===== src/rtl/dmem_pkg.sv =====
// Shared definitions for the data-memory arbiter: arbiter state and owner
// encodings, memory depth, and the byte-lane merge used by store paths.
package dmem_pkg;

  typedef enum logic {
    ARB   = 1'b0,
    BURST = 1'b1
  } arb_state_e;

  typedef enum logic {
    OWN_CPU = 1'b0,
    OWN_DMA = 1'b1
  } owner_e;

  localparam int DMEM_WORDS = 1024;

  // Per-byte select: lanes with be set take new_wd, the rest keep old_wd.
  function automatic logic [31:0] be_merge(input logic [31:0] new_wd,
                                           input logic [31:0] old_wd,
                                           input logic [3:0]  be);
    logic [31:0] m;
    for (int i = 0; i < 4; i++) begin
      m[8*i +: 8] = be[i] ? new_wd[8*i +: 8] : old_wd[8*i +: 8];
    end
    return m;
  endfunction

endpackage


===== src/rtl/dmem_arbiter_if.sv =====
// Bus bundle between the arbiter, the CPU MEM stage, the DMA/loader port and
// the single-port data memory. The arbiter uses the slave view; the
// surrounding system (CPU, DMA, memory) uses the master view.
interface dmem_arbiter_if;

  logic        cpu_req;
  logic        cpu_we;
  logic [31:0] cpu_addr;
  logic [31:0] cpu_wd;
  logic [3:0]  cpu_be;
  logic [31:0] cpu_rd;
  logic        cpu_stall;

  logic        dma_req;
  logic        dma_we;
  logic        dma_lock;
  logic [31:0] dma_addr;
  logic [31:0] dma_wd;
  logic        dma_gnt;
  logic [31:0] dma_rd;
  logic        dma_rvalid;

  logic [31:0] mem_a;
  logic [31:0] mem_wd;
  logic        mem_we;
  logic [31:0] mem_rd;

  modport slave (
    input  cpu_req, cpu_we, cpu_addr, cpu_wd, cpu_be,
    output cpu_rd, cpu_stall,
    input  dma_req, dma_we, dma_lock, dma_addr, dma_wd,
    output dma_gnt, dma_rd, dma_rvalid,
    output mem_a, mem_wd, mem_we,
    input  mem_rd
  );

  modport master (
    output cpu_req, cpu_we, cpu_addr, cpu_wd, cpu_be,
    input  cpu_rd, cpu_stall,
    output dma_req, dma_we, dma_lock, dma_addr, dma_wd,
    input  dma_gnt, dma_rd, dma_rvalid,
    input  mem_a, mem_wd, mem_we,
    output mem_rd
  );

endinterface


===== src/rtl/dmem_be_merge.sv =====
// Combinational byte-lane merge: builds the full word written back for a
// byte-enabled CPU store from the store data and the word currently in memory.
module dmem_be_merge
  import dmem_pkg::*;
(
  input  logic [31:0] new_wd,
  input  logic [31:0] old_wd,
  input  logic [3:0]  be,
  output logic [31:0] merged
);

  // Read-modify-write happens in one cycle, so this is pure combinational.
  always_comb begin
    merged = be_merge(new_wd, old_wd, be);
  end

endmodule


===== src/rtl/dmem_arbiter.sv =====
// Data-memory arbiter between the CPU MEM stage and the DMA/loader port.
// CPU has default priority; a starvation counter forces a DMA slot, and a
// bounded burst lock lets the DMA keep the memory for up to MAX_BURST beats.
// Optional build macro: DMEM_ARB_PERF_EN adds saturating performance counters
// perf_stall_cyc and perf_dma_beats.
//
// state | meaning
// ARB   | normal arbitration, CPU wins contested cycles unless DMA is starved
// BURST | DMA holds the memory for locked continuation beats
module dmem_arbiter
  import dmem_pkg::*;
#(
  parameter int STARVE_LIMIT = 8,
  parameter int MAX_BURST    = 4,
  parameter int CNT_W        = 16
) (
  input  logic clk,
  input  logic reset,
  dmem_arbiter_if.slave bus
`ifdef DMEM_ARB_PERF_EN
  ,
  output logic [CNT_W-1:0] perf_stall_cyc,
  output logic [CNT_W-1:0] perf_dma_beats
`endif
);

  localparam int SW = $clog2(STARVE_LIMIT + 1);
  localparam int BW = $clog2(MAX_BURST + 1);
  localparam logic [SW-1:0] STARVE_MAX = SW'(STARVE_LIMIT);
  localparam logic [BW-1:0] BURST_MAX  = BW'(MAX_BURST);

  arb_state_e      state;
  logic [SW-1:0]   starve_cnt;
  logic [BW-1:0]   beat_cnt;
  logic [BW-1:0]   beat_next;
  owner_e          owner;
  logic            gnt;
  logic [31:0]     merged;

  dmem_be_merge u_merge (
    .new_wd (bus.cpu_wd),
    .old_wd (bus.mem_rd),
    .be     (bus.cpu_be),
    .merged (merged)
  );

  // Owner select: burst keeps DMA, otherwise CPU unless idle or DMA starved.
  always_comb begin
    owner = OWN_CPU;
    if (state == BURST) begin
      owner = OWN_DMA;
    end else if (bus.dma_req && (!bus.cpu_req || starve_cnt == STARVE_MAX)) begin
      owner = OWN_DMA;
    end
  end

  assign gnt           = reset && (owner == OWN_DMA) && bus.dma_req;
  assign bus.dma_gnt   = gnt;
  assign bus.cpu_stall = reset && bus.cpu_req && (owner == OWN_DMA);
  assign bus.cpu_rd    = bus.mem_rd;
  assign beat_next     = beat_cnt + BW'(1);

  // Memory port drive; writes are suppressed entirely while in reset.
  always_comb begin
    bus.mem_a  = bus.cpu_addr;
    bus.mem_wd = merged;
    bus.mem_we = 1'b0;
    if (gnt) begin
      bus.mem_a  = bus.dma_addr;
      bus.mem_wd = bus.dma_wd;
      bus.mem_we = bus.dma_we;
    end else if (reset && owner == OWN_CPU && bus.cpu_req && bus.cpu_we) begin
      bus.mem_we = |bus.cpu_be;
    end
  end

  // Arbiter FSM, starvation counter and registered DMA read return.
  always_ff @(posedge clk) begin
    if (!reset) begin
      state          <= ARB;
      starve_cnt     <= '0;
      beat_cnt       <= '0;
      bus.dma_rd     <= '0;
      bus.dma_rvalid <= 1'b0;
    end else begin
      if (!bus.dma_req || gnt) begin
        starve_cnt <= '0;
      end else if (starve_cnt != STARVE_MAX) begin
        starve_cnt <= starve_cnt + SW'(1);
      end

      bus.dma_rvalid <= gnt && !bus.dma_we;
      if (gnt && !bus.dma_we) begin
        bus.dma_rd <= bus.mem_rd;
      end

      case (state)
        ARB: begin
          if (gnt && bus.dma_lock && (BW'(1) < BURST_MAX)) begin
            state    <= BURST;
            beat_cnt <= BW'(1);
          end
        end
        BURST: begin
          // The beat that reaches MAX_BURST hands the memory back to ARB.
          if (gnt && bus.dma_lock && (beat_next < BURST_MAX)) begin
            beat_cnt <= beat_next;
          end else begin
            state    <= ARB;
            beat_cnt <= '0;
          end
        end
        default: begin
          state    <= ARB;
          beat_cnt <= '0;
        end
      endcase
    end
  end

`ifdef DMEM_ARB_PERF_EN
  // Saturating counters of stall cycles and granted DMA beats.
  always_ff @(posedge clk) begin
    if (!reset) begin
      perf_stall_cyc <= '0;
      perf_dma_beats <= '0;
    end else begin
      if (bus.cpu_stall && !(&perf_stall_cyc)) begin
        perf_stall_cyc <= perf_stall_cyc + CNT_W'(1);
      end
      if (gnt && !(&perf_dma_beats)) begin
        perf_dma_beats <= perf_dma_beats + CNT_W'(1);
      end
    end
  end
`endif

endmodule


===== src/flat_wrapper.sv =====
// flat-port wrapper written by rule: the top's interface ports become plain ports
module dmem_arbiter_flat import dmem_pkg::*;
#(
  parameter int STARVE_LIMIT = 8,
  parameter int MAX_BURST    = 4,
  parameter int CNT_W        = 16
)
  (clk, reset, bus_cpu_req, bus_cpu_we, bus_cpu_addr, bus_cpu_wd, bus_cpu_be, bus_cpu_rd, bus_cpu_stall, bus_dma_req, bus_dma_we, bus_dma_lock, bus_dma_addr, bus_dma_wd, bus_dma_gnt, bus_dma_rd, bus_dma_rvalid, bus_mem_a, bus_mem_wd, bus_mem_we, bus_mem_rd);
  dmem_arbiter_if bus_i ();
  input  logic clk;
  input  logic reset;
  input wire logic [$bits(bus_i.cpu_req)-1:0] bus_cpu_req;
  input wire logic [$bits(bus_i.cpu_we)-1:0] bus_cpu_we;
  input wire logic [$bits(bus_i.cpu_addr)-1:0] bus_cpu_addr;
  input wire logic [$bits(bus_i.cpu_wd)-1:0] bus_cpu_wd;
  input wire logic [$bits(bus_i.cpu_be)-1:0] bus_cpu_be;
  output wire logic [$bits(bus_i.cpu_rd)-1:0] bus_cpu_rd;
  output wire logic [$bits(bus_i.cpu_stall)-1:0] bus_cpu_stall;
  input wire logic [$bits(bus_i.dma_req)-1:0] bus_dma_req;
  input wire logic [$bits(bus_i.dma_we)-1:0] bus_dma_we;
  input wire logic [$bits(bus_i.dma_lock)-1:0] bus_dma_lock;
  input wire logic [$bits(bus_i.dma_addr)-1:0] bus_dma_addr;
  input wire logic [$bits(bus_i.dma_wd)-1:0] bus_dma_wd;
  output wire logic [$bits(bus_i.dma_gnt)-1:0] bus_dma_gnt;
  output wire logic [$bits(bus_i.dma_rd)-1:0] bus_dma_rd;
  output wire logic [$bits(bus_i.dma_rvalid)-1:0] bus_dma_rvalid;
  output wire logic [$bits(bus_i.mem_a)-1:0] bus_mem_a;
  output wire logic [$bits(bus_i.mem_wd)-1:0] bus_mem_wd;
  output wire logic [$bits(bus_i.mem_we)-1:0] bus_mem_we;
  input wire logic [$bits(bus_i.mem_rd)-1:0] bus_mem_rd;
  assign bus_i.cpu_req = bus_cpu_req;
  assign bus_i.cpu_we = bus_cpu_we;
  assign bus_i.cpu_addr = bus_cpu_addr;
  assign bus_i.cpu_wd = bus_cpu_wd;
  assign bus_i.cpu_be = bus_cpu_be;
  assign bus_cpu_rd = bus_i.cpu_rd;
  assign bus_cpu_stall = bus_i.cpu_stall;
  assign bus_i.dma_req = bus_dma_req;
  assign bus_i.dma_we = bus_dma_we;
  assign bus_i.dma_lock = bus_dma_lock;
  assign bus_i.dma_addr = bus_dma_addr;
  assign bus_i.dma_wd = bus_dma_wd;
  assign bus_dma_gnt = bus_i.dma_gnt;
  assign bus_dma_rd = bus_i.dma_rd;
  assign bus_dma_rvalid = bus_i.dma_rvalid;
  assign bus_mem_a = bus_i.mem_a;
  assign bus_mem_wd = bus_i.mem_wd;
  assign bus_mem_we = bus_i.mem_we;
  assign bus_i.mem_rd = bus_mem_rd;
  dmem_arbiter #(.STARVE_LIMIT(STARVE_LIMIT), .MAX_BURST(MAX_BURST), .CNT_W(CNT_W)) u_core (.clk(clk), .reset(reset), .bus(bus_i));
endmodule

===== config.mk =====
export PLATFORM = sky130hd
export DESIGN_NAME = dmem_arbiter_flat
export DESIGN_NICKNAME = d
export VERILOG_FILES = /design/src/rtl/dmem_pkg.sv /design/src/rtl/dmem_arbiter_if.sv /design/src/rtl/dmem_be_merge.sv /design/src/rtl/dmem_arbiter.sv /design/src/flat_wrapper.sv
export SDC_FILE = /design/constraint.sdc
export NUM_CORES = 1
export LEC_CHECK = 0
export ABC_CLOCK_PERIOD_IN_PS = 2630
export BUFFER_PORTS_ARGS = -buffer_cell sky130_fd_sc_hd__buf_4
export CAP_MARGIN = 10
export CORE_AREA = 2 2 117 119
export CTS_CLUSTER_DIAMETER = 120
export DETAILED_ROUTE_END_ITERATION = 10
export DIE_AREA = 0 0 119 121
export PLACE_DENSITY = 0.58
export SETUP_SLACK_MARGIN = 0.2
export SKIP_CTS_REPAIR_TIMING = 1
export SYNTH_ARGS = -nofsm -noshare
export SYNTH_HDL_FRONTEND = slang
export SYNTH_SLANG_ARGS = --single-unit

===== constraint.sdc =====
create_clock -name clk -period 2.63 [get_ports clk]
set_clock_uncertainty 0.2 [all_clocks]
set_input_delay 0 -clock clk [delete_from_list [all_inputs] [get_ports clk]]
set_output_delay 0 -clock clk [all_outputs]
set_load 0.01 [all_outputs]

# Word level (Yosys, flattened, before mapping)
# Index checks and enable logic that the tools add are counted.
[word_totals]
reg_bits = 41
inputBits = 171
out_inout_bits = 132
word_cells = 48
[classes]
add_sub_neg = 2
n_lt_le_gt_ge = 1
eq_ne = 3
mux = 16
n_bitwise = 3
n_reduce_logical = 18
[ops]
columns = ["operator", "count"]
rows = [
  ["$mux 32", 2],
  ["$mux 8", 4],
  ["$logic_and 1x1->1", 11],
  ["$mux 1", 6],
  ["$mux 3", 2],
  ["$pmux 3 s2", 1],
  ["$add 4x1->4 const B", 1],
  ["$eq 4x4->1 const B", 1],
  ["$ne 4x4->1 const B", 1],
  ["$reduce_or 4->1", 1],
  ["$add 3x1->3 const B", 1],
  ["$logic_not 1->1", 3],
  ["$lt 3x3->1 const B", 1],
  ["$not 1->1", 3],
  ["$logic_or 1x1->1", 2],
  ["$ne 2x1->1 const B", 1],
  ["$pmux 1 s2", 1],
  ["$reduce_or 2->1", 1],
]

# Logic depth before layout (Yosys ltp)
[logic_depth]
depth_word = 11
depth_mapped = 8

# Hierarchy
# From an unflattened synthesis, not the netlist that was laid out.
[unflattened]
cells_unflattened = 336
hier_area_um2 = 3548.4
[by_module_without_submodules]
columns = ["module", "n_inst", "cells_per_inst", "area_per_inst_um2", "seq_area_each_um2"]
rows = [
  ["dmem_arbiter", 1, 300, 3022.9, 820.8],
  ["dmem_be_merge", 1, 36, 525.5, 0.0],
]

# Worst setup path before layout
# No wires, ideal clock.
[synth_path]
kind = "flip-flop to output port"
from = "register u_core.starve_cnt[0]"
to = "output port bus_mem_a[10]"
arrival_ns = 1.537
required_time_ns = 2.430
path_slack_ns = 0.893
stages_incl_launch_ff = 9
path_cell_list = "dfxtp_1 > inv_1 > ha_1 > nand3b_4 > buf_6 > a21oi_4 > buf_12 > buf_12 > mux2_4"
[synth_between]
elab_chain_len = 8
[synth_rtl]
columns = ["element", "line", "rtl"]
rows = [
  ["start, declared", "dmem_arbiter.sv:33", "logic [SW-1:0] starve_cnt;"],
  ["start signal, assigned", "dmem_arbiter.sv:89", "starve_cnt <= starve_cnt + SW'(1);"],
  ["$eq 4x4->1", "dmem_arbiter.sv:52", "end else if (bus.dma_req && (!bus.cpu_req || starve_cnt == STARVE_MAX)) begin"],
  ["$logic_or 1x1->1", "dmem_arbiter.sv:52", ""],
  ["$logic_and 1x1->1", "dmem_arbiter.sv:52", ""],
  ["$mux 1", "dmem_arbiter.sv:52", ""],
  ["$mux 1", "dmem_arbiter.sv:50", "if (state == BURST) begin"],
  ["$logic_and 1x1->1 (2 in a row)", "dmem_arbiter.sv:57", "assign gnt = reset && (owner == OWN_DMA) && bus.dma_req;"],
  ["$mux 32", "dmem_arbiter.sv:68", "if (gnt) begin"],
  ["end, declared", "flat_wrapper.sv:27", "output wire logic [$bits(bus_i.mem_a)-1:0] bus_mem_a;"],
]
# No other way between the ends.

# Worst setup path in the final report
[layout_path]
from = "register u_core.starve_cnt[0]"
to = "register u_core.bus.dma_rd[25]"
[layout_between]
elab_chain_len = 8
[layout_rtl]
columns = ["element", "line", "rtl"]
rows = [
  ["$eq 4x4->1", "dmem_arbiter.sv:52", ""],
  ["$logic_or 1x1->1", "dmem_arbiter.sv:52", ""],
  ["$logic_and 1x1->1", "dmem_arbiter.sv:52", ""],
  ["$mux 1", "dmem_arbiter.sv:52", ""],
  ["$mux 1", "dmem_arbiter.sv:50", ""],
  ["$logic_and 1x1->1 (2 in a row)", "dmem_arbiter.sv:57", ""],
  ["$logic_and 1x1->1", "dmem_arbiter.sv:93", "if (gnt && !bus.dma_we) begin"],
  ["end signal, assigned", "dmem_arbiter.sv:94", "bus.dma_rd <= bus.mem_rd;"],
  ["end, declared", "dmem_arbiter_if.sv:32", "output dma_gnt, dma_rd, dma_rvalid,"],
]
# No other way between the ends.
# A chain may end at the register's enable or synchronous reset.

==> metrics <==
Synth Area per Inst 10.1 um2; CTS Buffer Depth 2; CTS tree yes; Comb power frac 40.3%; Static Leakage 2.97 nW; actual slew at the worst max-slew pin 369 ps; # IOs 303; fin cells 822; Initial DRC Count 111; f_max 432 MHz; Setup TNS 0 ps; Die Y-Extent 121 um; vias in the first global route 3,409; cts bufs inserted 5; Tmin final 2310 ps; dpl cells 763; die area 14,400 um2; vias per cell 4.30; clk root buf clkbuf_16; IO buf count 302; DRC Markers 0; Routed Antenna Nets 0; WL/cell 15.9 um; Syn Inst Count 336; Reg clk slew, reported paths 60 ps; slew margin rel. 75.4%; drt first pass iters 4; Vias 3,536; Sw Ratio 26.7%; commonest non-fill, non-tap cell in the layout buf_4; global-route wire length before repair 18.1 mm; critical path class register to register; Final Slew Violations 0; RSZ-0062 raised after global routing false; total grt overflow 0; Cell Int Power 1.52 mW; post-synthesis sequential area ratio 24.2%; largest net degree at the start of global routing 40; worst skew pair latency 280 ps; Reg power frac 31.6%; synth warn 0; WP data arrival 2330 ps; hpwl dp 10.5 mm; Max IR drop VDD 190 uV; htree depth 2; Fin. Hold Viols 7; Cell Pwr Density 336 nW/um2; failing checks negative hold slack; CP required 2650 ps; WHS -39.3 ps; Max FO, Critical Path 16; Initial Util 26.0%; P_sw 0.552 mW; CP Launch Type register; final setup violation count 0; Tot GR Track Use 15.9%; area added between synthesis and finish 81.1%; number of distinct library cells after synthesis 30; syn nets 510; Yosys reg bits 41; Final nets 819; antenna violations before repair 0; Routed WL 13.1 mm; GPL Wtd Cong 0.757; row cnt 42; post-synthesis cell area 3400 um2; fin crit share 88.0%; Max Cap Viol 0; die width 119 um; worst hold path class input port to register; core area 13,100 um2; Fill cells 1,215; share of cells above drive strength 1 64.2%; run status complete, but fails checks; flop2flop setup slack 320 ps; clock power share 28.1%; n_diodes 0; most frequent cells in the layout buf_4 (306), nand2_1 (69), mux2_2 (56); Setup crit end kind register; Clock Sinks 41
==> sequential cells by signal (all words and copies together) (netlist names) <==
name,cells
u_core.beat_cnt,3
u_core.bus.dma_rd,32
u_core.starve_cnt,4
u_core.bus.dma_rvalid,1
u_core.state,1
==> power groups by stage <==
stage / Combinational, mW / Clock, mW / Sequential (mW)
after floorplan: 0.371 / 0 / 0.674
after global placement: 0.775 / 0 / 0.665
after detailed placement: 0.784 / 0 / 0.666
after CTS: 0.786 / 0.612 / 0.653
after global routing: 0.886 / 0.643 / 0.655
final: 0.834 / 0.581 / 0.653
==> kinds of logic (layout without fill, tap and decap cells) <==
| logic type | after synthesis | count (layout) | share of synthesized area (%) |
|---|---|---|---|
| XOR/XNOR | 4 | 4 | 1.03 |
| multiplexers | 131 | 131 | 46.5 |
| adder cells (fa/ha/maj) | 3 | 3 | 1.10 |
| flip-flops | 41 | 41 | 24.2 |
| AND/OR/NAND/NOR | 89 | 89 | 11.4 |
| buffers and inverters | 60 | 370 | 13.6 |
| AO/OA/AOI/OAI | 8 | 8 | 2.21 |
==> per-stage QoR <==
stage	instance area [um2]	setup slack [ps]	total power, mW	hold slack [ps]	util, %
global route	6150	201	2.18	-0.638	47.0
finish	6150	316	2.07	-39.3	47.0
CTS	5640	316	2.05	-325	43.1
global placement	5510	677	1.44	-20.5	42.1
detailed placement	5510	632	1.45	-21.7	42.1
floorplan	3400	893	1.04	-128	-
==> cell usage after synthesis (all sizes together) <==
master / instances / area [um2]
clkbuf: 12 / 46.3
nand3: 3 / 15.0
dfxtp: 41 / 821
o221a: 1 / 11.3
nor2b: 3 / 18.8
inv: 3 / 11.3
nand4: 3 / 18.8
nand2b: 1 / 6.26
a31oi: 1 / 6.26
nor2: 5 / 18.8
a21oi: 5 / 47.5
or4: 1 / 7.51
mux2i: 35 / 350
nand2: 69 / 259
and3: 1 / 6.26
buf: 45 / 404
and2b: 1 / 7.51
mux2: 96 / 1230
xor2: 2 / 17.5
nand4b: 1 / 8.76
xnor2: 2 / 17.5
o211a: 1 / 10.0
ha: 3 / 37.5
nand3b: 1 / 20.0
==> critical path: stages (launching register included) <==
cell,delay [ps]
dfxtp_1,340
inv_1,70
ha_1,190
nand3b_4,180
a21oi_4,180
buf_4,300
mux2i_1,220
dlygate4sd3_1,560
==> final cells by class <==
cell class / count / area [um2] / share of cell area [%]
Multi-Input combinational cell: 235 / 2120 / 34.4
Tap cell: 176 / 220 / 3.58
Sequential cell: 41 / 821 / 13.3
Clock buffer: 6 / 129 / 2.09
Timing Repair Buffer: 359 / 2850 / 46.3
Clock inverter: 2 / 10.0 / 0.163
Inverter: 3 / 11.3 / 0.183
==> path summary, 6_finish.rpt <==
| check | startpoint | end | cells after the start |
|---|---|---|---|
| hold reg to reg | u_core.bus.dma_rd[16] | u_core.bus.dma_rd[16] | 2 |
| setup reg to reg | u_core.starve_cnt[0] | u_core.bus.dma_rd[25] | 7 |
| hold / removal | reset | u_core.bus.dma_rd[21] | 3 |
| setup / recovery | u_core.starve_cnt[0] | u_core.bus.dma_rd[25] | 7 |
==> per-layer routing <==
layer	wire length (um)	share of wire, %	global-route usage (%)	vias up
li1	-	-	-	1732
met1	5340	41	19.0	1609
met2	6600	50	28.2	181
met3	930	7.1	3.81	14
met4	222	1.7	4.54	0
met5	0	0	0	-
No activity file was read; power rests on OpenSTA's default activity.
